$ cat config.mk
export PLATFORM = sky130hd
export DESIGN_NAME = load_store_unit
export DESIGN_NICKNAME = d
export VERILOG_FILES = /design/src/rtl/load_store_unit.sv
export SDC_FILE = /design/constraint.sdc
export NUM_CORES = 1
export LEC_CHECK = 0
export ABC_CLOCK_PERIOD_IN_PS = 1700
export BUFFER_PORTS_ARGS = -buffer_cell sky130_fd_sc_hd__buf_2
export CAP_MARGIN = 20
export CORE_ASPECT_RATIO = 1.5
export CORE_UTILIZATION = 45
export DETAILED_ROUTE_END_ITERATION = 7
export PLACE_DENSITY = 0.78
export SETUP_SLACK_MARGIN = 0.15
export SLEW_MARGIN = 20
export SYNTH_ARGS = -nofsm -noshare
export SYNTH_HDL_FRONTEND = slang
export SYNTH_SLANG_ARGS = --single-unit
$ cat constraint.sdc
create_clock -name Clock -period 1.7 [get_ports Clock]
set_input_delay 0.085 -clock Clock [delete_from_list [all_inputs] [get_ports Clock]]
set_output_delay 0.085 -clock Clock [all_outputs]
set_load 0.1 [all_outputs]
$ cat src/rtl/load_store_unit.sv
// Load/store front end for the byte-addressed 16-bit memory: one request at a time,
// with a watchdog on the memory wait. Define MISALIGN_TRAP_EN to trap odd word addresses.
module load_store_unit #(
  parameter int unsigned TIMEOUT = 64
) (
  input  logic        Clock,
  input  logic        Reset,
  input  logic        ReqValid,
  output logic        ReqReady,
  input  logic        ReqWrite,
  input  logic        ReqWord,
  input  logic        ReqSigned,
  input  logic [15:0] ReqAddress,
  input  logic [15:0] ReqData,
  output logic        RespValid,
  output logic [15:0] RespData,
  output logic        RespError,
  output logic        MemReadEnable,
  output logic        MemWriteEnable,
  output logic        MemDataWidth,
  output logic [15:0] MemAddress,
  output logic [15:0] MemDataOut,
  input  logic [15:0] MemDataIn,
  input  logic        MemReadReady,
  input  logic        MemWriteReady
);

  localparam int unsigned CW = (TIMEOUT > 1) ? $clog2(TIMEOUT) : 1;
  localparam logic [CW-1:0] TimeoutLast = CW'((TIMEOUT == 0) ? 0 : TIMEOUT - 1);

  typedef enum logic [1:0] {StIdle, StIssue, StWait, StResp} state_e;

  state_e r_state, w_state_next;

  logic          r_req_ready, r_resp_valid, r_resp_error;
  logic          r_mem_re, r_mem_we, r_mem_width, r_write, r_signed;
  logic [15:0]   r_resp_data, r_mem_addr, r_mem_dout;
  logic [CW-1:0] r_count;

  logic          w_req_ready_d, w_resp_valid_d, w_resp_error_d;
  logic          w_mem_re_d, w_mem_we_d, w_mem_width_d, w_write_d, w_signed_d;
  logic [15:0]   w_resp_data_d, w_mem_addr_d, w_mem_dout_d;
  logic [CW-1:0] w_count_d;

  logic          w_accept, w_misalign, w_mem_done, w_timeout;
  logic [15:0]   w_load_data;

  assign w_accept = (r_state == StIdle) && ReqValid;

`ifdef MISALIGN_TRAP_EN
  assign w_misalign = ReqWord && ReqAddress[0];
`else
  assign w_misalign = 1'b0;
`endif

  // Only the ready matching the captured direction completes the access.
  assign w_mem_done  = r_write ? MemWriteReady : MemReadReady;
  assign w_timeout   = (TIMEOUT != 0) && (r_count == TimeoutLast);
  assign w_load_data = r_mem_width ? MemDataIn
                                   : {(r_signed ? {8{MemDataIn[7]}} : 8'h00), MemDataIn[7:0]};

  always_ff @(posedge Clock) begin
    if (Reset) begin
      r_state <= StIdle;
    end else begin
      r_state <= w_state_next;
    end
  end

  always_comb begin
    w_state_next = r_state;
    unique case (r_state)
      StIdle:  if (w_accept) w_state_next = w_misalign ? StResp : StIssue;
      StIssue: w_state_next = StWait;
      StWait:  if (w_mem_done || w_timeout) w_state_next = StResp;
      StResp:  w_state_next = StIdle;
      default: w_state_next = StIdle;
    endcase
  end

  // Next values for the registered outputs; a ready beats a simultaneous timeout.
  always_comb begin
    w_req_ready_d  = (w_state_next == StIdle);
    w_resp_valid_d = (w_state_next == StResp);
    w_resp_error_d = 1'b0;
    w_resp_data_d  = '0;
    w_mem_re_d     = 1'b0;
    w_mem_we_d     = 1'b0;
    w_mem_width_d  = r_mem_width;
    w_mem_addr_d   = r_mem_addr;
    w_mem_dout_d   = r_mem_dout;
    w_write_d      = r_write;
    w_signed_d     = r_signed;
    w_count_d      = r_count;
    unique case (r_state)
      StIdle: begin
        if (w_accept) begin
          w_write_d      = ReqWrite;
          w_signed_d     = ReqSigned;
          w_mem_width_d  = ReqWord;
          w_mem_addr_d   = ReqAddress;
          w_mem_dout_d   = ReqData;
          w_mem_re_d     = !w_misalign && !ReqWrite;
          w_mem_we_d     = !w_misalign && ReqWrite;
          w_resp_error_d = w_misalign;
        end
      end
      StIssue: w_count_d = '0;
      StWait: begin
        if (w_mem_done) begin
          w_resp_data_d = r_write ? 16'h0000 : w_load_data;
        end else if (w_timeout) begin
          w_resp_error_d = 1'b1;
        end else begin
          w_count_d = r_count + CW'(1);
        end
      end
      default: ;
    endcase
  end

  always_ff @(posedge Clock) begin
    if (Reset) begin
      r_req_ready  <= 1'b1;
      r_resp_valid <= 1'b0;
      r_resp_error <= 1'b0;
      r_resp_data  <= '0;
      r_mem_re     <= 1'b0;
      r_mem_we     <= 1'b0;
      r_mem_width  <= 1'b0;
      r_mem_addr   <= '0;
      r_mem_dout   <= '0;
      r_write      <= 1'b0;
      r_signed     <= 1'b0;
      r_count      <= '0;
    end else begin
      r_req_ready  <= w_req_ready_d;
      r_resp_valid <= w_resp_valid_d;
      r_resp_error <= w_resp_error_d;
      r_resp_data  <= w_resp_data_d;
      r_mem_re     <= w_mem_re_d;
      r_mem_we     <= w_mem_we_d;
      r_mem_width  <= w_mem_width_d;
      r_mem_addr   <= w_mem_addr_d;
      r_mem_dout   <= w_mem_dout_d;
      r_write      <= w_write_d;
      r_signed     <= w_signed_d;
      r_count      <= w_count_d;
    end
  end

  assign ReqReady       = r_req_ready;
  assign RespValid      = r_resp_valid;
  assign RespError      = r_resp_error;
  assign RespData       = r_resp_data;
  assign MemReadEnable  = r_mem_re;
  assign MemWriteEnable = r_mem_we;
  assign MemDataWidth   = r_mem_width;
  assign MemAddress     = r_mem_addr;
  assign MemDataOut     = r_mem_dout;

endmodule

==> results of run 1 <==
-- worst max-delay path by stage --
stage,start,endpoint,slack (ps),cells past startpoint
finish,r_count[0],ReqReady,190,5
global placement,r_count[0],r_count[0],160,6
global route,r_count[0],ReqReady,150,5
floorplan,r_state[0],r_count[5],180,6
detailed placement,r_write,r_count[3],90,5
CTS,r_state[0],r_count[3],130,6
-- power by group through the flow --
stage               combinational (mW)  sequential [mW]  clock [mW]
floorplan                        0.608             3.13           0
finish                            2.46             1.84        1.53
CTS                               2.41             1.83        1.55
global route                      2.59             1.87        1.61
global placement                  2.30             1.85           0
detailed placement                2.32             1.85           0
-- layout make-up --
type                    count  share of cell area [%]
clock buffers              11                    4.14
well taps                  66                    2.26
flip-flops and latches     64                    35.2
multi-input cells         180                    26.8
inverters                   4                   0.410
repair buffers            160                    28.8
clock inverters             5                    2.36
-- worst max-delay path, delay by kind of cell, from the launching register on --
kind            cells  cell delay (ps)
compound gates      2              590
flops               1              380
simple gates        2              290
fa+ha+maj           1              150
-- kinds of logic after synthesis --
logic type	Yosys count	synth area share, %
xor+xnor	1	0.383
mux	2	1.48
flops	64	56.0
simple gates	119	23.2
fa+ha+maj	5	2.74
buf+inv	19	3.17
compound gates	53	13.0
-- flip-flops by register name (all words and copies together) (netlist names), 2 cells and up --
name,cells
MemAddress,16
MemDataOut,16
RespData,16
r_count,6
r_state,2
-- repair_timing --
action,in CTS,in global routing
gates cloned,0,0
hold buffers,44,0
pin swaps,0,1
gates resized for setup,4,11
endpoints found under the hold margin,44,0
setup buffers,1,0
endpoints found under the setup margin,8,29
-- cells in the mapped netlist (all sizes together) --
master / count
nor3b: 2
a221o: 1
nor3: 4
nor2: 6
a21oi: 46
nand2: 83
nand4: 1
buf: 2
mux2: 1
or3: 1
o211ai: 1
ha: 5
xor2: 1
dfxtp: 64
and2: 9
nor4: 1
o31ai: 1
o2111ai: 1
nand2b: 2
and3: 1
clkbuf: 13
inv: 4
nand3b: 1
nand3: 5
a21o: 1
o21ai: 1
or4bb: 1
a31oi: 1
or4: 1
and4bb: 1
mux2i: 1
-- routing by layer --
metal | vias to the layer above | wire (um) | track usage [%]
met4 | 0 | 197 | 15.9
met5 | - | 0 | 0
met3 | 16 | 496 | 7.81
met2 | 111 | 3560 | 44.5
li1 | 1180 | - | -
met1 | 1086 | 2540 | 25.5
-- cell usage in the layout, fill, tap and decap left out, types with 2 or more instances in the layout --
cell type | Yosys | routed
buf_2 | 1 | 109
nand2_1 | 83 | 83
dfxtp_1 | 64 | 60
a21oi_1 | 46 | 46
dlygate4sd3_1 | 0 | 44
clkbuf_8 | 0 | 11
and2_1 | 9 | 8
nor2_1 | 6 | 6
buf_4 | 0 | 5
nor3_1 | 4 | 4
dfxtp_2 | 0 | 3
inv_1 | 4 | 3
nand3_1 | 5 | 3
ha_1 | 5 | 3
nand2b_1 | 2 | 2
nand3_2 | 0 | 2
ha_4 | 0 | 2
inv_6 | 0 | 2
bufinv_16 | 0 | 2
==> summary.md, run 1 <==
| Metric | Value |
|---|---|
| Placer Congestion | `0.889` |
| Die Span Y | `approximately 89 um` |
| Post-route setup slack | `between 150 and 200 ps` |
| Non-Filler Instances | `490` |
| Dpl cells | `429` |
| Starting Density | `47.2%` |
| RSZ-0062 raised after global routing | `false` |
| CTS tree | `yes` |
| Combinational Power Share | `a little over two fifths` |
| Reg2Reg Depth | `5` |
| Register area | `0.00129 sq mm` |
| WL/cell | `between 10 and 15 um` |
| Via count | `between 2000 and 2500` |
| Yosys warning count | `0` |
| Post-Syn Area per Cell | `about 8.7 sq um` |
| Syn Std Cell Area | `roughly 0.0023 sq mm` |
| FF-to-FF setup slack | `around 190 ps` |
| CTS max path bufs | `2` |
| Total Routed Length | `about 6.8 mm` |
| Synth top area cells | `dfxtp_1 (56%), nand2_1 (14%), a21oi_1 (10%)` |
| Reg2reg end | `ReqReady` |
| Worst hold path class | `primary input to register` |
| Cell taking the most area after synthesis | `dfxtp_1` |
| Number of remaining DRC errors | `0` |
| Hold path cells | `3` |
| Die area | `approximately 0.0054 sq mm` |
| Critical path required time | `~1900 ps` |
| Tot GR Track Use | `about a quarter` |
| Row count | `31` |
| Clock Skew | `around 8.1 ps` |
| WHS | `around 7.6 ps` |
| CTS buffer count | `9` |
| Fillers | `~320` |
| Clk_lat worst skew | `340 ps` |
| DR vias/cell | `~4.9` |
| CTS Sinks | `64` |
| Gr ovfl total | `0` |
| Sequential share of power | `between 30% and 40%` |
| Outcome | `finished, final reports clean` |
| Placed cell area | `between 0.002 and 0.003 sq mm` |
| Worst Tran Pin Value | `about 510 ps` |
| Endpoints failing setup | `0` |
| Crit-path cells | `ha_4 -> and3_4 -> nand3_2 -> a221o_1 -> a21o_1` |
| Power density cells | `1590 mW/mm^2` |
| Setup TNS after final layout | `0 ps` |
| I/O Buffers | `around 110` |
| Clock power frac | `26.2%` |
| Gate count of the mapped netlist | `263` |
| Sw Ratio | `45.2%` |
| Worst Hold Launch | `ReqData[15]` |
| First-pass GRT wire length | `about 10 mm` |
| R2r startpoint | `r_count[0]` |
| CP startpoint kind | `register` |
| Internal | `between 3 and 4 mW` |
| Layout cells sized above 1 | `a little over a third` |
| Layout net count | `480` |
| Core Area | `0.00485 sq mm` |
| CTS clk-pin slew, worst paths | `~70 ps` |
| Kind of critical path | `register to register` |
| Minimum clock period | `roughly 1500 ps` |
| Peak supply drop | `between 1 and 1.5 mV` |
| Final Max Tran Viols | `0` |
| Net count after synthesis | `324` |
| CP max FO | `5` |
| Hpwl dp | `3.71 mm` |
| Initial antenna violation count | `0` |
| Largest net degree at the start of global routing | `38` |
| Final hold viol count | `0` |
| Layout area overhead | `60.0%` |
| Fmax | `663 MHz` |
| Synth top area share | `between 50% and 60%` |
| Area of the multi-input gates | `approximately 1000 sq um` |
| Ports | `110` |
| NetSw | `about 2.6 mW` |
| Drt pass-1 iters | `4` |
| Post-synthesis cell type count | `33` |
| Final Util | `~75%` |
| H-tree levels | `3` |
| Worst slew margin | `about 66%` |
| Max-Cap Viols | `0` |
| Slowest CP cell | `a221o_1` |
| Die width | `approximately 60 um` |
| Design area | `0.00366 sq mm` |
| Clk Tree Root Cell | `clkbuf_8` |
| Number of global-route vias before repair | `about 2300` |
| Synthesized flop and latch total | `64` |
| Slowest stage delay, CP | `410 ps` |
| Worst hold endpoint | `MemDataOut[15]` |
| Lkg Pwr | `~1.7 nW` |
| Power, Total | `roughly 6 mW` |
| Pre-CTS setup slack | `slightly below 90 ps` |
| Starting DRT DRC Count | `between 60 and 70` |
| Final period util | `about nine tenths` |
| Seq/Total Area, Yosys | `roughly 56%` |
| Crit. End Element | `register` |
| ANT cells | `0` |
| CP Data Arrival Time | `1740 ps` |
| ANT nets after route | `0` |
(Power assumes the default switching activity.)
==> run 2, diff against run 1 <==
--- a/config.mk
+++ b/config.mk
@@ -5,13 +5,14 @@
 export SDC_FILE = /design/constraint.sdc
 export NUM_CORES = 1
 export LEC_CHECK = 0
+export ABC_AREA = 1
 export ABC_CLOCK_PERIOD_IN_PS = 1700
 export BUFFER_PORTS_ARGS = -buffer_cell sky130_fd_sc_hd__buf_2
 export CAP_MARGIN = 20
 export CORE_ASPECT_RATIO = 1.5
-export CORE_UTILIZATION = 45
+export CORE_UTILIZATION = 46
 export DETAILED_ROUTE_END_ITERATION = 7
-export PLACE_DENSITY = 0.78
+export PLACE_DENSITY = 0.79
 export SETUP_SLACK_MARGIN = 0.15
 export SLEW_MARGIN = 20
 export SYNTH_ARGS = -nofsm -noshare
==> run 2 against run 1 <==
Net effect: clock power fell by 5%; synthesized cell count grew 19%; sequential power up 9.8%; cell area down 2.9%; global-route usage down 0.62 points; core utilization fell by 2.8 points; clock skew down 1.6 ps; critical path depth increased by 2; critical path type unchanged; largest cell class unchanged.
==> summary.md, run 2 <==
| Metric | Value |
|---|---|
| Outcome | `finished, final reports clean` |
| Ports | `110` |
| Compound-cell area share of the yosys netlist | `just over 9%` |
| Post-synth top flop | `dfxtp_1` |
| Synth top area share | `between 50% and 60%` |
| Tot GR Track Use | `about a quarter` |
| CP startpoint kind | `register` |
| Number of remaining DRC errors | `0` |
| First-pass GRT wire length | `slightly above 10 mm` |
| Syn Std Cell Area | `around 0.0024 sq mm` |
| H-tree levels | `3` |
| Clk Tree Root Cell | `clkbuf_8` |
| GRT met3 Usage | `under 10%` |
| Lkg Pwr | `between 1.5 and 2 nW` |
| CP Data Arrival Time | `roughly 1700 ps` |
| Layout cells sized above 1 | `between 30% and 40%` |
| Initial antenna violation count | `0` |
| Kind of critical path | `register to register` |
| Gate count of the mapped netlist | `313` |
| RSZ-0062 raised after global routing | `true` |
| Worst Tran Pin Value | `526 ps` |
| I/O Buffers | `approximately 110` |
| Slowest CP cell | `dfxtp_1` |
| Most used routing layer | `met2` |
| Power density cells | `1930 mW/mm^2` |
| Mux contribution to synthesized area | `0%` |
| Die Span Y | `between 90 and 100 um` |
| WL/cell | `between 10 and 15 um` |
| Number of global-route vias before repair | `around 2300` |
| Commonest non-fill, non-tap cells in the layout | `buf_2 (109), nor2_1 (89), dfxtp_1 (61)` |
| Fmax | `687 MHz` |
| Commonest non-fill, non-tap cell in the layout | `buf_2` |
| Max-Cap Viols | `0` |
| Die width | `around 60 um` |
| CTS buffer count | `9` |
| Layout net count | `516` |
| Hpwl dp | `approximately 3.9 mm` |
| Total Routed Length | `between 6 and 7 mm` |
| Starting DRT DRC Count | `102` |
| Slowest stage delay, CP | `around 320 ps` |
| CTS Sinks | `64` |
| Synthesized flop and latch total | `64` |
| Post-synth top cells | `nor2_1 (89), dfxtp_1 (64), nand2_1 (48)` |
| Core Area | `between 0.004 and 0.005 sq mm` |
| Post-synthesis adder-cell area fraction | `2.63%` |
| Power, Total | `slightly below 7 mW` |
| Layout area overhead | `49.1%` |
| Starting Density | `between 40% and 50%` |
| Net count after synthesis | `between 300 and 400` |
| Critical path required time | `between 1500 and 2000 ps` |
| DR vias/cell | `4.73` |
| Post-Syn Area per Cell | `approximately 7.6 sq um` |
| Gr ovfl total | `0` |
| Via count | `about 2500` |
| Largest family of logic cells by synthesized area | `simple AND/OR/NAND/NOR gates` |
| XOR/XNOR Fraction of Synth Area | `0.368%` |
| Peak supply drop | `roughly 1.6 mV` |
| Clk_lat worst skew | `330 ps` |
| Final hold viol count | `0` |
| Yosys warning count | `0` |
| Worst slew margin | `roughly two thirds` |
| Largest net degree at the start of global routing | `40` |
| CTS clk-pin slew, worst paths | `around 80 ps` |
| Endpoints failing setup | `0` |
| Seq/Total Area, Yosys | `a little over half` |
| Die area | `between 0.005 and 0.006 sq mm` |
| Placer Congestion | `around 0.84` |
| Met1 usage | `a little over a quarter` |
| Clock Skew | `around 6.5 ps` |
| CP max FO | `9` |
| Simple-gate share of the synthesized area | `about a quarter` |
| Asr flop ratio synth | `0%` |
| Final Max Tran Viols | `0` |
| Number of synthesized flops with an enable pin | `0` |
| Synth top area cells | `dfxtp_1 (54%), nor2_1 (14%), nand2_1 (7.6%)` |
| CTS max path bufs | `2` |
| Row count | `31` |
| ANT nets after route | `0` |
| Final period util | `approximately 86%` |
| Setup TNS after final layout | `0 ps` |
| ANT cells | `0` |
| Crit. End Element | `register` |
| Most frequent cell after synthesis | `nor2_1` |
| Minimum clock period | `between 1000 and 1500 ps` |
| Met2 Usage GRT | `between 40 and 50%` |
| Cell taking the most area after synthesis | `dfxtp_1` |
| CTS tree | `yes` |
| Worst hold path class | `primary input to register` |
| Drt pass-1 iters | `4` |
| Crit-path cells | `inv_1 -> ha_2 -> nand3_2 -> nor3_4 -> buf_12 -> inv_4 -> nor2_1` |
| Post-synthesis cell type count | `23` |
[run 2: cell types whose count changed after synthesis, moves of 3 or more]
cell	previous run	this run
nand2_1	83	48
nor2_1	6	89
clkbuf_1	13	9
nand3_1	5	8
o21ai_0	1	35
inv_1	4	29
a21oi_1	46	7
and2_1	9	0
nand2_2	0	3
nor3_1	4	1
[run 2: worst max-delay path: cells and delay by family (launching register included)]
family,cells,cell delay (ps)
fa+ha+maj,1,280
buf+inv,3,320
flops,1,320
simple gates,3,460
[run 2: layout make-up]
cell class	count	area, sq um
clock inverters	7	103
multi-input cells	204	932
flip-flops and latches	64	1280
inverters	32	123
well taps	66	82.6
clock buffers	9	124
repair buffers	144	902
fillers	385	1340
[run 2: power by group]
part,leakage (nW),switching (mW),internal [mW],total (mW)
clock,0.110,0.614,0.840,1.45
sequential,0.526,0.187,1.83,2.02
combinational,1.21,2.83,0.557,3.38
total,1.85,3.63,3.23,6.85
[run 2: cell families after synthesis]
| logic type | Yosys count |
|---|---|
| simple gates | 155 |
| flops | 64 |
| compound gates | 43 |
| xor+xnor | 1 |
| buf+inv | 45 |
| fa+ha+maj | 5 |
[run 2: per-stage QoR]
step	utilization (%)	setup slack, ps	instance area [sq um]	std cells	hold WS [ps]
6_report	72.7	244	3550	526	17.5
5_1_grt	72.7	134	3550	526	12.8
4_1_cts	72.0	178	3520	525	4.44
3_5_place_dp	61.0	185	2980	478	266
3_3_place_gp	61.0	221	2980	478	262
2_1_floorplan	-	242	2380	313	157
[run 2: worst paths after layout]
path,depth (start not counted),slack [ps],to,from
worst max-delay path,7,240,RespData[0],r_state[0]
worst min-delay path,3,20,MemAddress[2],ReqAddress[2]
worst max register to register,7,240,RespData[0],r_state[0]
worst min register to register,1,480,r_count[0],r_count[0]
[run 2: what timing repair did]
item                                    CTS  global route
endpoints found under the hold margin    32             0
endpoints found under the setup margin    0            23
hold buffers                             31             0
gates resized for setup                   0             5
setup buffers                             0             1
[run 2: layer usage]
| metal | up-vias | wire length, um |
|---|---|---|
| met1 | 1113 | 2340 |
| met2 | 106 | 3330 |
| li1 | 1253 | - |
| met4 | 0 | 159 |
| met5 | - | 0 |
| met3 | 16 | 441 |
